[config.mk]
export PLATFORM = sky130hd
export DESIGN_NAME = johnson_phase_monitor_flat
export DESIGN_NICKNAME = d
export VERILOG_FILES = /design/src/rtl/johnson_phase_monitor_if.sv /design/src/rtl/johnson_phase_monitor.sv /design/src/flat_wrapper.sv
export SDC_FILE = /design/constraint.sdc
export NUM_CORES = 1
export LEC_CHECK = 0
export ABC_AREA = 1
export CORE_AREA = 3 3 72 74
export DETAILED_ROUTE_END_ITERATION = 10
export DIE_AREA = 0 0 75 77
export PLACE_DENSITY = 0.62
export SYNTH_ARGS = -nofsm -noshare
export SYNTH_HDL_FRONTEND = slang
export SYNTH_SLANG_ARGS = --single-unit
[constraint.sdc]
create_clock -name clk -period 2.3 [get_ports clk]
set_input_delay 0.46 -clock clk [delete_from_list [all_inputs] [get_ports clk]]
set_output_delay 0.46 -clock clk [all_outputs]
set_load 0.02 [all_outputs]
[src/rtl/johnson_phase_monitor_if.sv]
// Johnson phase monitor bus: sample inputs from the counter side,
// decoded phase, sticky error flags and cycle count back out.
interface johnson_phase_monitor_if #(
  parameter int CNT_W = 8
);
  logic             en;
  logic [3:0]       jc_in;
  logic             clr_err;
  logic [2:0]       phase_idx;
  logic [7:0]       phase_oh;
  logic             valid;
  logic             err_illegal;
  logic             err_seq;
  logic [CNT_W-1:0] cycle_cnt;
  logic             cyc_pulse;

  modport master (
    output en, jc_in, clr_err,
    input  phase_idx, phase_oh, valid,
    input  err_illegal, err_seq,
    input  cycle_cnt, cyc_pulse
  );

  modport slave (
    input  en, jc_in, clr_err,
    output phase_idx, phase_oh, valid,
    output err_illegal, err_seq,
    output cycle_cnt, cyc_pulse
  );
endinterface

[src/rtl/johnson_phase_monitor.sv]
// Decodes a 4-bit Johnson code to phase, checks successor order,
// counts 7->0 wraps. Ports: clk, rst (sync, active-low), bus m.
module johnson_phase_monitor #(
  parameter int CNT_W = 8
) (
  input  logic clk,
  input  logic rst,
  johnson_phase_monitor_if.slave m
);

  typedef enum logic [1:0] {
    INIT  = 2'd0,
    TRACK = 2'd1,
    FAULT = 2'd2
  } st_t;

  st_t              st;
  st_t              cur;
  logic             legal;
  logic [2:0]       ph;
  logic [2:0]       succ;
  logic [2:0]       idx_q;
  logic [7:0]       oh_q;
  logic             val_q;
  logic             ill_q;
  logic             seq_q;
  logic [CNT_W-1:0] cnt_q;
  logic             cyc_q;

  always_comb begin
    legal = 1'b1;
    ph    = 3'd0;
    unique case (m.jc_in)
      4'b0000: ph = 3'd0;
      4'b1000: ph = 3'd1;
      4'b1100: ph = 3'd2;
      4'b1110: ph = 3'd3;
      4'b1111: ph = 3'd4;
      4'b0111: ph = 3'd5;
      4'b0011: ph = 3'd6;
      4'b0001: ph = 3'd7;
      default: legal = 1'b0;
    endcase
  end

  // clr_err turns this sample into a fresh INIT sample
  assign cur  = m.clr_err ? INIT : st;
  assign succ = idx_q + 3'd1;

  always_ff @(posedge clk) begin
    if (!rst) begin
      st    <= INIT;
      idx_q <= '0;
      oh_q  <= '0;
      val_q <= 1'b0;
      ill_q <= 1'b0;
      seq_q <= 1'b0;
      cnt_q <= '0;
      cyc_q <= 1'b0;
    end else if (!m.en) begin
      cyc_q <= 1'b0;
    end else begin
      cyc_q <= 1'b0;
      val_q <= legal;
      oh_q  <= legal ? (8'd1 << ph) : 8'd0;
      if (legal)
        idx_q <= ph;
      // later set assignments below override this clear
      if (m.clr_err) begin
        ill_q <= 1'b0;
        seq_q <= 1'b0;
      end
      unique case (cur)
        INIT: begin
          if (legal) begin
            st <= TRACK;
          end else begin
            st    <= FAULT;
            ill_q <= 1'b1;
          end
        end
        TRACK: begin
          if (!legal) begin
            st    <= FAULT;
            ill_q <= 1'b1;
          end else if (ph == idx_q) begin
            st <= TRACK;
          end else if (ph == succ) begin
            st <= TRACK;
            if (idx_q == 3'd7) begin
              cnt_q <= cnt_q + 1'b1;
              cyc_q <= 1'b1;
            end
          end else begin
            st    <= FAULT;
            seq_q <= 1'b1;
          end
        end
        FAULT: st <= FAULT;
        default: st <= INIT;
      endcase
    end
  end

  assign m.phase_idx   = idx_q;
  assign m.phase_oh    = oh_q;
  assign m.valid       = val_q;
  assign m.err_illegal = ill_q;
  assign m.err_seq     = seq_q;
  assign m.cycle_cnt   = cnt_q;
  assign m.cyc_pulse   = cyc_q;

endmodule

[src/flat_wrapper.sv]
// flat-port wrapper written by rule: the top's interface ports become plain ports
module johnson_phase_monitor_flat 
#(
  parameter int CNT_W = 8
)
  (clk, rst, m_en, m_jc_in, m_clr_err, m_phase_idx, m_phase_oh, m_valid, m_err_illegal, m_err_seq, m_cycle_cnt, m_cyc_pulse);
  johnson_phase_monitor_if #(.CNT_W(CNT_W)) m_i ();
  input  logic clk;
  input  logic rst;
  input wire logic [$bits(m_i.en)-1:0] m_en;
  input wire logic [$bits(m_i.jc_in)-1:0] m_jc_in;
  input wire logic [$bits(m_i.clr_err)-1:0] m_clr_err;
  output wire logic [$bits(m_i.phase_idx)-1:0] m_phase_idx;
  output wire logic [$bits(m_i.phase_oh)-1:0] m_phase_oh;
  output wire logic [$bits(m_i.valid)-1:0] m_valid;
  output wire logic [$bits(m_i.err_illegal)-1:0] m_err_illegal;
  output wire logic [$bits(m_i.err_seq)-1:0] m_err_seq;
  output wire logic [$bits(m_i.cycle_cnt)-1:0] m_cycle_cnt;
  output wire logic [$bits(m_i.cyc_pulse)-1:0] m_cyc_pulse;
  assign m_i.en = m_en;
  assign m_i.jc_in = m_jc_in;
  assign m_i.clr_err = m_clr_err;
  assign m_phase_idx = m_i.phase_idx;
  assign m_phase_oh = m_i.phase_oh;
  assign m_valid = m_i.valid;
  assign m_err_illegal = m_i.err_illegal;
  assign m_err_seq = m_i.err_seq;
  assign m_cycle_cnt = m_i.cycle_cnt;
  assign m_cyc_pulse = m_i.cyc_pulse;
  johnson_phase_monitor #(.CNT_W(CNT_W)) u_core (.clk(clk), .rst(rst), .m(m_i));
endmodule
==> results.tsv, run 1 <==
stage	metric	value	unit
worst_setup_path	crit_path_start_kind	primary input	
sta	finalCriticalPeriod	2020	ps
finish	final_cells	281	
worst_setup_path	worst-path-buf-inv	2	
yosys	synth_cell_type_count	27	
placed_design	portBuffers	30	
sta	fmax	494	MHz
drt	wl_met3	88	µm
worst_setup_path	slowest_stage	clkdlybuf4s50_1	
yosys	synth-compound-area-share	12.3	%
finish	post-route-util	38.1	%
drt	wl_per_cell	11.6	µm
worst_setup_path	crit_chain	clkdlybuf4s50_1 -> inv_2 -> nand3_1 -> nand2_1 -> nand2_1 -> nand2_1 -> nand3_4 -> nor2_8 -> nand2_1 -> o21ai_1 -> nor2_1	
clock_network	cts_tree	yes	
sta	worst_slew_pin_slew	520	ps
clock_network	cts_buffers	3	
yosys	syn_area	1330	µm²
yosys	syn_avg_cell_area	6.99	µm²
sta	fin_hold_ws	466	ps
clock_network	cts_setup_buffers	0	
worst_setup_path	critPathMaxStageDelay	540	ps
status	outcome	finished clean	
grt	grt_max_degree	16	
drt	via_per_inst	4.67	
sta	maxSlewHeadroom	65.3	%
floorplan	die_h	77	µm
drt	highest_layer	met4	
clock_network	cts_resized	0	
yosys	yosysWarnings	0	
yosys	netlist.area_leader.share	37.7	%
drt	drt_iter0_drc	31	
power	vdd_ir_drop_max	0.177	mV
yosys	syn-num-nets	201	
min_path	hold_path_class	flip-flop to flip-flop	
drt	drt_pass1_iterations	4	
sta	finalSetupViolations	0	
clock_network	insertion_delay	270	ps
yosys	synth_fa_ha_area_share	2.83	%
floorplan	die_width	75	µm
yosys	synthMostInstantiatedCell	nand2_1	
finish	area_growth	33.6	%
floorplan	initial_utilization	28.5	%
worst_setup_path	regToRegSetupSlack	470	ps
grt	grt_util_all_layers	11.8	%
clock_network	ctsHtreeMaxLevel	1	
placed_design	gp_congestion	0.872	
yosys	ys_seq_area_share	37.7	%
floorplan	floorplan.rows	25	
worst_setup_path	cp_data_required_time	2470	ps
worst_setup_path	endpoint_kind	flip-flop	
drt	num_vias	1311	
sta	final.setup_skew	4.25	ps
worst_setup_path	worstPathArrival	2190	ps
clock_network	ctsLongestPathBuffers	2	
yosys	synthTopCellsByCount	nand2_1, dfxtp_1, a21oi_1	
yosys	async_reset_ff_share	0	%
sta	final_hold_viol_count	0	
run	maxCapViolCount	0	
worst_setup_path	crit_top_cell	nand2_1	
yosys	synth-edff-count	0	
grt	grt_pass1_vias	1207	
floorplan	coreArea	4660	µm²
drt	drt_wl_total	3250	µm
grt	grt.overflow.total	0	
clock_network	ctsHoldBuffers	0	
worst_setup_path	path_class	primary input to flip-flop	
yosys	synthFlopType	dfxtp_1	
placed_design	place_inst	277	
drt	drc_errors	0	
floorplan	io_pins	31	
power	power_density	495	nW/µm²
yosys	synthMuxAreaShare	0	%
drt	wirelength_met1	1600	µm
sta	fin_crit_sh	88.0	%
yosys	synth-simple-area-share	38.7	%
yosys	synth_seq_cells	25	
drt	postRouteAntennaNets	0	
yosys	synthXorXnorAreaFrac	1.32	%
drt	wl_met2	1510	µm
floorplan	dieArea	5780	µm²
sta	fin_setup_tns	0	ps
yosys	synth_top_area_cell	dfxtp_1	
grt	antenna_found_initial	0	
clock_network	cts_sinks	25	
yosys	synth_top_family_by_area	simple AND/OR/NAND/NOR gates	
yosys	synthTopCellsByArea	dfxtp_1, nand2_1, a21oi_1	
grt	grt_pass1_wl	5460	µm
worst_setup_path	crit_fanout	9	
power	leakagePower	0.722	nW
clock_network	path_clk_slew	90	ps
finish	diodes	0	
clock_network	root_buffer	clkbuf_8	
finish	drive_above_1_share	10.1	%
finish	final_nets	239	
sta	finalMaxSlewViolations	0	
placed_design	place_hpwl	2480	µm
sta	rsz0062_at_grt	no	
worst_setup_path	critical_path.top_delay_family	simple AND/OR/NAND/NOR gates	
yosys	syn_inst	190	
sequential cells by signal, indices dropped and copies added (netlist names):
register / flops
u_core.m.cyc_pulse: 1
u_core.m.cycle_cnt: 8
u_core.m.err_illegal: 1
u_core.m.err_seq: 1
u_core.m.phase_idx: 3
u_core.m.phase_oh: 8
u_core.m.valid: 1
u_core.st: 2
power by group:
group          total, mW  internal [mW]  leakage (nW)  switching, mW
Sequential         0.456          0.445         0.203         0.0108
Combinational      0.162         0.0657         0.496         0.0965
Clock              0.261          0.124        0.0228          0.137
Total              0.879          0.634         0.722          0.244
per-stage QoR:
step           setup slack [ps]  cell area (µm²)  power [mW]
6_report                    276             1770       0.879
5_1_grt                     104             1770       0.928
4_1_cts                     295             1770       0.897
3_5_place_dp              -5.73             1730       0.628
3_3_place_gp             -0.542             1730       0.627
2_1_floorplan               509             1330       0.563
layout by cell type (no fill, tap or decap):
cell type,instances
nand2_1,51
clkdlybuf4s50_1,30
dfxtp_1,25
a21oi_1,21
nor2_1,20
inv_1,16
nand3_1,11
o21ai_0,8
buf_4,7
nand4_1,6
inv_2,4
nand3_2,3
nand3b_1,3
ha_1,3
clkbuf_8,3
nand3_4,2
nor3_1,2
o21ai_1,2
nand2_2,1
nor2_2,1
nor2_4,1
nor2_8,1
nor3b_1,1
xnor2_1,1
nor4_1,1
a2bb2oi_1,1
xor2_1,1
clkbuf_1,1
layout make-up:
type,count,area (µm²)
clock buffers,4,45.0
fillers,497,2890
inverters,20,75.1
multi-input cells,141,733
flip-flops and latches,25,500
well taps,54,67.6
repair buffers,37,353
path summary, 6_finish.rpt:
check                         from                     to  cells past startpoint
max                     m_jc_in[0]  u_core.m.cycle_cnt[5]                     11
min           u_core.m.phase_oh[7]   u_core.m.phase_oh[7]                      2
max reg2reg  u_core.m.phase_idx[0]  u_core.m.cycle_cnt[5]                      9
min reg2reg   u_core.m.phase_oh[7]   u_core.m.phase_oh[7]                      2
worst min-delay path: cells and delay by family, from the launching register on:
kind,cells,cell delay (ps)
DFF,1,320
and+or+nand+nor,1,60
AOI/OAI and AO/OA,1,50
layer usage:
metal / global-route usage, % / vias to the layer above
met3: 1.97 / 4
met4: 5.34 / 0
li1: - / 698
met1: 15.8 / 593
met5: 0 / -
met2: 18.3 / 16
cell families after synthesis:
| group | count (synthesis) |
|---|---|
| simple gates | 104 |
| compound gates | 32 |
| flops | 25 |
| buf+inv | 24 |
| fa+ha+maj | 3 |
| xor+xnor | 2 |
No activity file was read; power rests on OpenSTA's default activity.
==> run 2, diff against run 1 <==
Clock period 2.3 ns to 2 ns, I/O delays scaled along.
==> run 2 against run 1 <==
Global-route usage grew 0.57 points. Via count grew 2.1%. Design area grew 5.4%. Core utilization grew 2.0 points. Worst hold slack gained 2.3 ps. Routed wire length grew 0.98%. Non-clock buffer count grew 10. Cell count grew 3.6%. Flip-flop and latch count is the same. Clock-buffer cell count is the same. Critical path type is now flip-flop to output port.
==> results.tsv, run 2 (same netlist as run 1, synthesis figures left out) <==
stage	metric	value	unit
status	outcome	finished clean	
placed_design	place_hpwl	2530	µm
drt	wl_met3	135	µm
finish	final_cell_mix	nand2_1, clkdlybuf4s50_1, dfxtp_1	
worst_setup_path	worstPathArrival	1370	ps
finish	nFillCells	488	
placed_design	pre_cts_ws	-245	ps
power	vdd_ir_drop_max	0.266	mV
sta	final_hold_viol_count	0	
sta	finalSetupViolations	0	
grt	grt_pass1_wl	5720	µm
sta	fmax	565	MHz
worst_setup_path	critPathMaxStageDelay	610	ps
worst_setup_path	critical_path.top_delay_family	buffers and inverters	
finish	design_area	1870	µm²
finish	diodes	0	
floorplan	die_h	77	µm
sta	fin_crit_sh	88.5	%
power	leakagePower	0.807	nW
sta	finalCriticalPeriod	1770	ps
finish	area_growth	40.8	%
sta	final.setup.worst_slack	230	ps
drt	drc_errors	0	
clock_network	ctsHtreeMaxLevel	1	
clock_network	root_buffer	clkbuf_8	
clock_network	cts_resized	0	
clock_network	path_clk_slew	90	ps
worst_setup_path	crit_path_start_kind	flip-flop	
grt	antenna_found_initial	0	
drt	via_per_inst	4.60	
sta	final.setup_skew	3.99	ps
placed_design	post_dp_cell_area	1800	µm²
run	maxCapViolCount	0	
drt	wirelength_met1	1670	µm
clock_network	cts_tree	yes	
clock_network	ctsHoldBuffers	0	
drt	num_vias	1338	
floorplan	io_pins	31	
floorplan	die_width	75	µm
drt	drt_iter0_drc	64	
clock_network	cts_sinks	25	
worst_setup_path	path_class	flip-flop to output port	
sta	finalMaxSlewViolations	0	
sta	rsz0062_at_grt	no	
floorplan	dieArea	5780	µm²
drt	wl_met2	1420	µm
drt	postRouteAntennaNets	0	
worst_setup_path	worst-path-buf-inv	2	
drt	drt_pass1_iterations	4	
finish	post-route-util	40.1	%
clock_network	insertion_delay	270	ps
finish	final_common_cell	nand2_1	
sta	fin_setup_tns	0	ps
worst_setup_path	slowest_stage	clkdlybuf4s50_1	
grt	grt_util_all_layers	12.4	%
worst_setup_path	crit_fanout	5	
power	power_density	551	nW/µm²
worst_setup_path	crit_chain	buf_4 -> clkdlybuf4s50_1	
clock_network	cts_setup_buffers	0	
worst_setup_path	cp_data_required_time	1600	ps
finish	final_nets	249	
clock_network	ctsLongestPathBuffers	2	
drt	drt_wl_total	3280	µm
drt	highest_layer	met4	
finish	drive_above_1_share	15.2	%
placed_design	portBuffers	30	
sta	maxSlewHeadroom	67.6	%
clock_network	cts_buffers	3	
placed_design	gp_congestion	0.897	
grt	grt.overflow.total	0	
grt	grt_pass1_vias	1214	
grt	grt_max_degree	16	
worst_setup_path	endpoint_kind	output port	
drt	wl_per_cell	11.3	µm
min_path	hold_path_class	flip-flop to flip-flop	
floorplan	floorplan.rows	25	
sta	worst_slew_pin_slew	486	ps
floorplan	coreArea	4660	µm²
floorplan	initial_utilization	28.5	%
run 2: changes by cell type in the layout (fill, tap and decap cells not counted):
cell             before  now
nand2_2               1    2
nor2_1               20   19
nand2_1              51   50
clkdlybuf4s50_1      30   26
dlymetal6s2s_1        0    4
nand3_1              11   10
nor2_2                1    2
buf_4                 7   17
nand3_2               3    4
run 2: worst paths after layout:
| path | slack (ps) | depth (start not counted) | to | from |
|---|---|---|---|---|
| worst max-delay path | 230 | 2 | m_phase_idx[0] | u_core.m.phase_idx[0] |
| worst min-delay path | 470 | 2 | u_core.m.phase_oh[2] | u_core.m.phase_oh[2] |
| worst max register to register | 240 | 9 | u_core.m.cycle_cnt[5] | u_core.m.phase_idx[0] |
| worst min register to register | 470 | 2 | u_core.m.phase_oh[2] | u_core.m.phase_oh[2] |
run 2: final cells by class:
type | count | area (µm²) | area share (%)
Inverter | 20 | 75.1 | 4.02
Timing Repair Buffer | 47 | 438 | 23.4
Sequential cell | 25 | 500 | 26.8
Tap cell | 54 | 67.6 | 3.61
Multi-Input combinational cell | 141 | 743 | 39.8
Clock buffer | 4 | 45.0 | 2.41
run 2: through the flow:
stage,total power [mW],hold slack (ps),cells
3_5_place_dp,0.739,459,287
4_1_cts,1.05,473,291
2_1_floorplan,0.647,472,190
6_report,1.03,468,291
5_1_grt,1.09,493,291
3_3_place_gp,0.738,455,287
run 2: per-layer routing:
layer  GRT usage [%]  vias to the layer above
met5               0                        -
met4            4.80                        0
met3            1.70                        5
met2            17.8                       26
met1            18.4                      592
li1                -                      715
run 2: report_power, final:
group	internal, mW	switching [mW]
Clock	0.143	0.161
Combinational	0.0888	0.117
Sequential	0.511	0.0102
run 2: worst reg2reg max path, delay by kind of cell, from the launching register on:
family                     cells  cell delay (ps)
AOI/OAI and AO/OA              1              120
adders and majority gates      2              480
DFF                            1              330
and+or+nand+nor                6              730
==> run 3, diff against run 2 <==
Settings changed: CORE_AREA 3 3 72 74 to 3 3 57 59, DIE_AREA 0 0 75 77 to 0 0 60 62, PLACE_DENSITY 0.62 to 0.87.
==> run 3 against run 2 <==
Global-route usage rose by 6.8 points. Critical path depth increased by 7. Fmax shrank 4.2%. Clock-buffer cell count is 1 lower. Routed wire length is 3.4% lower.
==> results.tsv, run 3 (same netlist as run 1, synthesis figures left out) <==
stage	metric	value	unit
status	outcome	finished clean	
worst_setup_path	path_class	flip-flop to flip-flop	
clock_network	ctsHtreeMaxLevel	1	
power	power	0.970	mW
grt	grt_pass1_wl	5520	µm
drt	drc_errors	0	
grt	grt_max_degree	16	
run	maxCapViolCount	0	
floorplan	io_pins	31	
sta	finalMaxSlewViolations	0	
placed_design	place_inst	265	
floorplan	die_h	62	µm
finish	post-route-util	66.1	%
finish	final_cells	269	
min_path	min_path_cells	2	
worst_setup_path	crit_path_start_kind	flip-flop	
grt	antenna_found_initial	0	
sta	final.setup_skew	9.59	ps
floorplan	die_width	60	µm
drt	wl_per_cell	11.8	µm
clock_network	ctsLongestPathBuffers	2	
sta	finalSetupViolations	0	
finish	area_growth	37.3	%
power	leakagePower	0.773	nW
worst_setup_path	endpoint_kind	flip-flop	
drt	num_vias	1384	
placed_design	place_hpwl	2420	µm
power	vdd_ir_drop_max	0.451	mV
worst_setup_path	cp_data_required_time	2250	ps
power	power_density	532	nW/µm²
finish	final_nets	250	
placed_design	gp_congestion	0.951	
drt	drt_iter0_drc	43	
worst_setup_path	regToRegSetupSlack	150	ps
worst_setup_path	rr_worst_depth	9	
drt	via_per_inst	5.14	
finish	diodes	0	
placed_design	portBuffers	30	
clock_network	ctsHoldBuffers	0	
clock_network	cts_buffers	3	
worst_setup_path	crit_fanout	9	
min_path	hold_path_class	flip-flop to flip-flop	
clock_network	cts_setup_buffers	0	
drt	postRouteAntennaNets	0	
sta	worst_slew_pin_slew	456	ps
clock_network	cts_tree	yes	
floorplan	dieArea	3720	µm²
floorplan	floorplan.rows	19	
grt	grt.overflow.total	0	
sta	rsz0062_at_grt	no	
placed_design	pre_cts_ws	-226	ps
finish	final_common_cell	nand2_1	
clock_network	cts_sinks	25	
min_path	hp-start	u_core.m.valid	
sta	final_hold_viol_count	0	
drt	drt_pass1_iterations	4	
worst_setup_path	worstPathArrival	2100	ps
clock_network	insertion_delay	330	ps
grt	grt_util_all_layers	19.2	%
floorplan	initial_utilization	48.1	%
worst_setup_path	r2r-start	u_core.m.phase_idx[1]	
min_path	whs_endpoint	u_core.m.valid	
sta	final.setup.worst_slack	151	ps
drt	drt_wl_total	3170	µm
sta	fin_hold_ws	474	ps
sta	finalCriticalPeriod	1850	ps
sta	maxSlewHeadroom	69.6	%
sta	fin_crit_sh	92.4	%
sta	fmax	541	MHz
grt	grt_pass1_vias	1289	
clock_network	root_buffer	clkbuf_4	
worst_setup_path	worstReg2RegEnd	u_core.m.cycle_cnt[5]	
finish	final_cell_mix	nand2_1, clkdlybuf4s50_1, dfxtp_1	
floorplan	coreArea	2760	µm²
finish	drive_above_1_share	15.5	%
clock_network	path_clk_slew	150	ps
-- run 3: critical path, cell delays in order (launching register included) --
cell      delay [ps]
dfxtp_1          460
ha_1             190
ha_1             240
nand3b_1         160
nand2_1          140
nand3_4          120
nor2_8           200
nand2_1           90
o21ai_1          130
nor2_1            50
-- run 3: worst max-delay path by stage --
| stage | from | end | slack (ps) |
|---|---|---|---|
| after global routing | m_jc_in[3] | u_core.m.cycle_cnt[6] | 0.5 |
| after floorplan | u_core.m.phase_idx[0] | u_core.m.cycle_cnt[5] | 210 |
| after CTS | m_jc_in[0] | u_core.m.cycle_cnt[7] | 110 |
| after detailed placement | m_jc_in[0] | u_core.m.cycle_cnt[5] | -230 |
| final | u_core.m.phase_idx[1] | u_core.m.cycle_cnt[5] | 150 |
| after global placement | m_jc_in[0] | u_core.m.cycle_cnt[6] | -170 |
-- run 3: per-layer routing --
metal  up-vias  global-route usage (%)  part of all wire [%]
li1        723                       -                     -
met1       625                    25.9                    48
met2        28                    30.7                    47
met3         8                    2.69                   3.7
met4         0                    8.23                   1.9
met5         -                       0                     0
-- run 3: metrics by stage --
stage               cell area [µm²]  TNS, ps
floorplan                      1330        0
global placement               1780    -1340
detailed placement             1780    -1760
CTS                            1810        0
global route                   1820        0
finish                         1820        0
-- run 3: cell type report --
| cell class | instances | area [µm²] |
|---|---|---|
| clock buffer | 3 | 22.5 |
| clock inverter | 1 | 7.51 |
| fill | 230 | 935 |
| inverter | 20 | 75.1 |
| multi-input combinational | 141 | 741 |
| sequential | 25 | 500 |
| tap | 31 | 38.8 |
| timing repair buffer | 48 | 438 |
-- run 3: timing repair --
item / CTS / global route
endpoints found under the hold margin: 0 / 0
endpoints found under the setup margin: 0 / 4
gates resized for setup: 0 / 4
-- run 3: power by group --
part	switching, mW	internal [mW]	total (mW)
clock network	0.160	0.0766	0.237
registers	0.0124	0.512	0.525
logic	0.117	0.0910	0.208
total	0.290	0.680	0.970
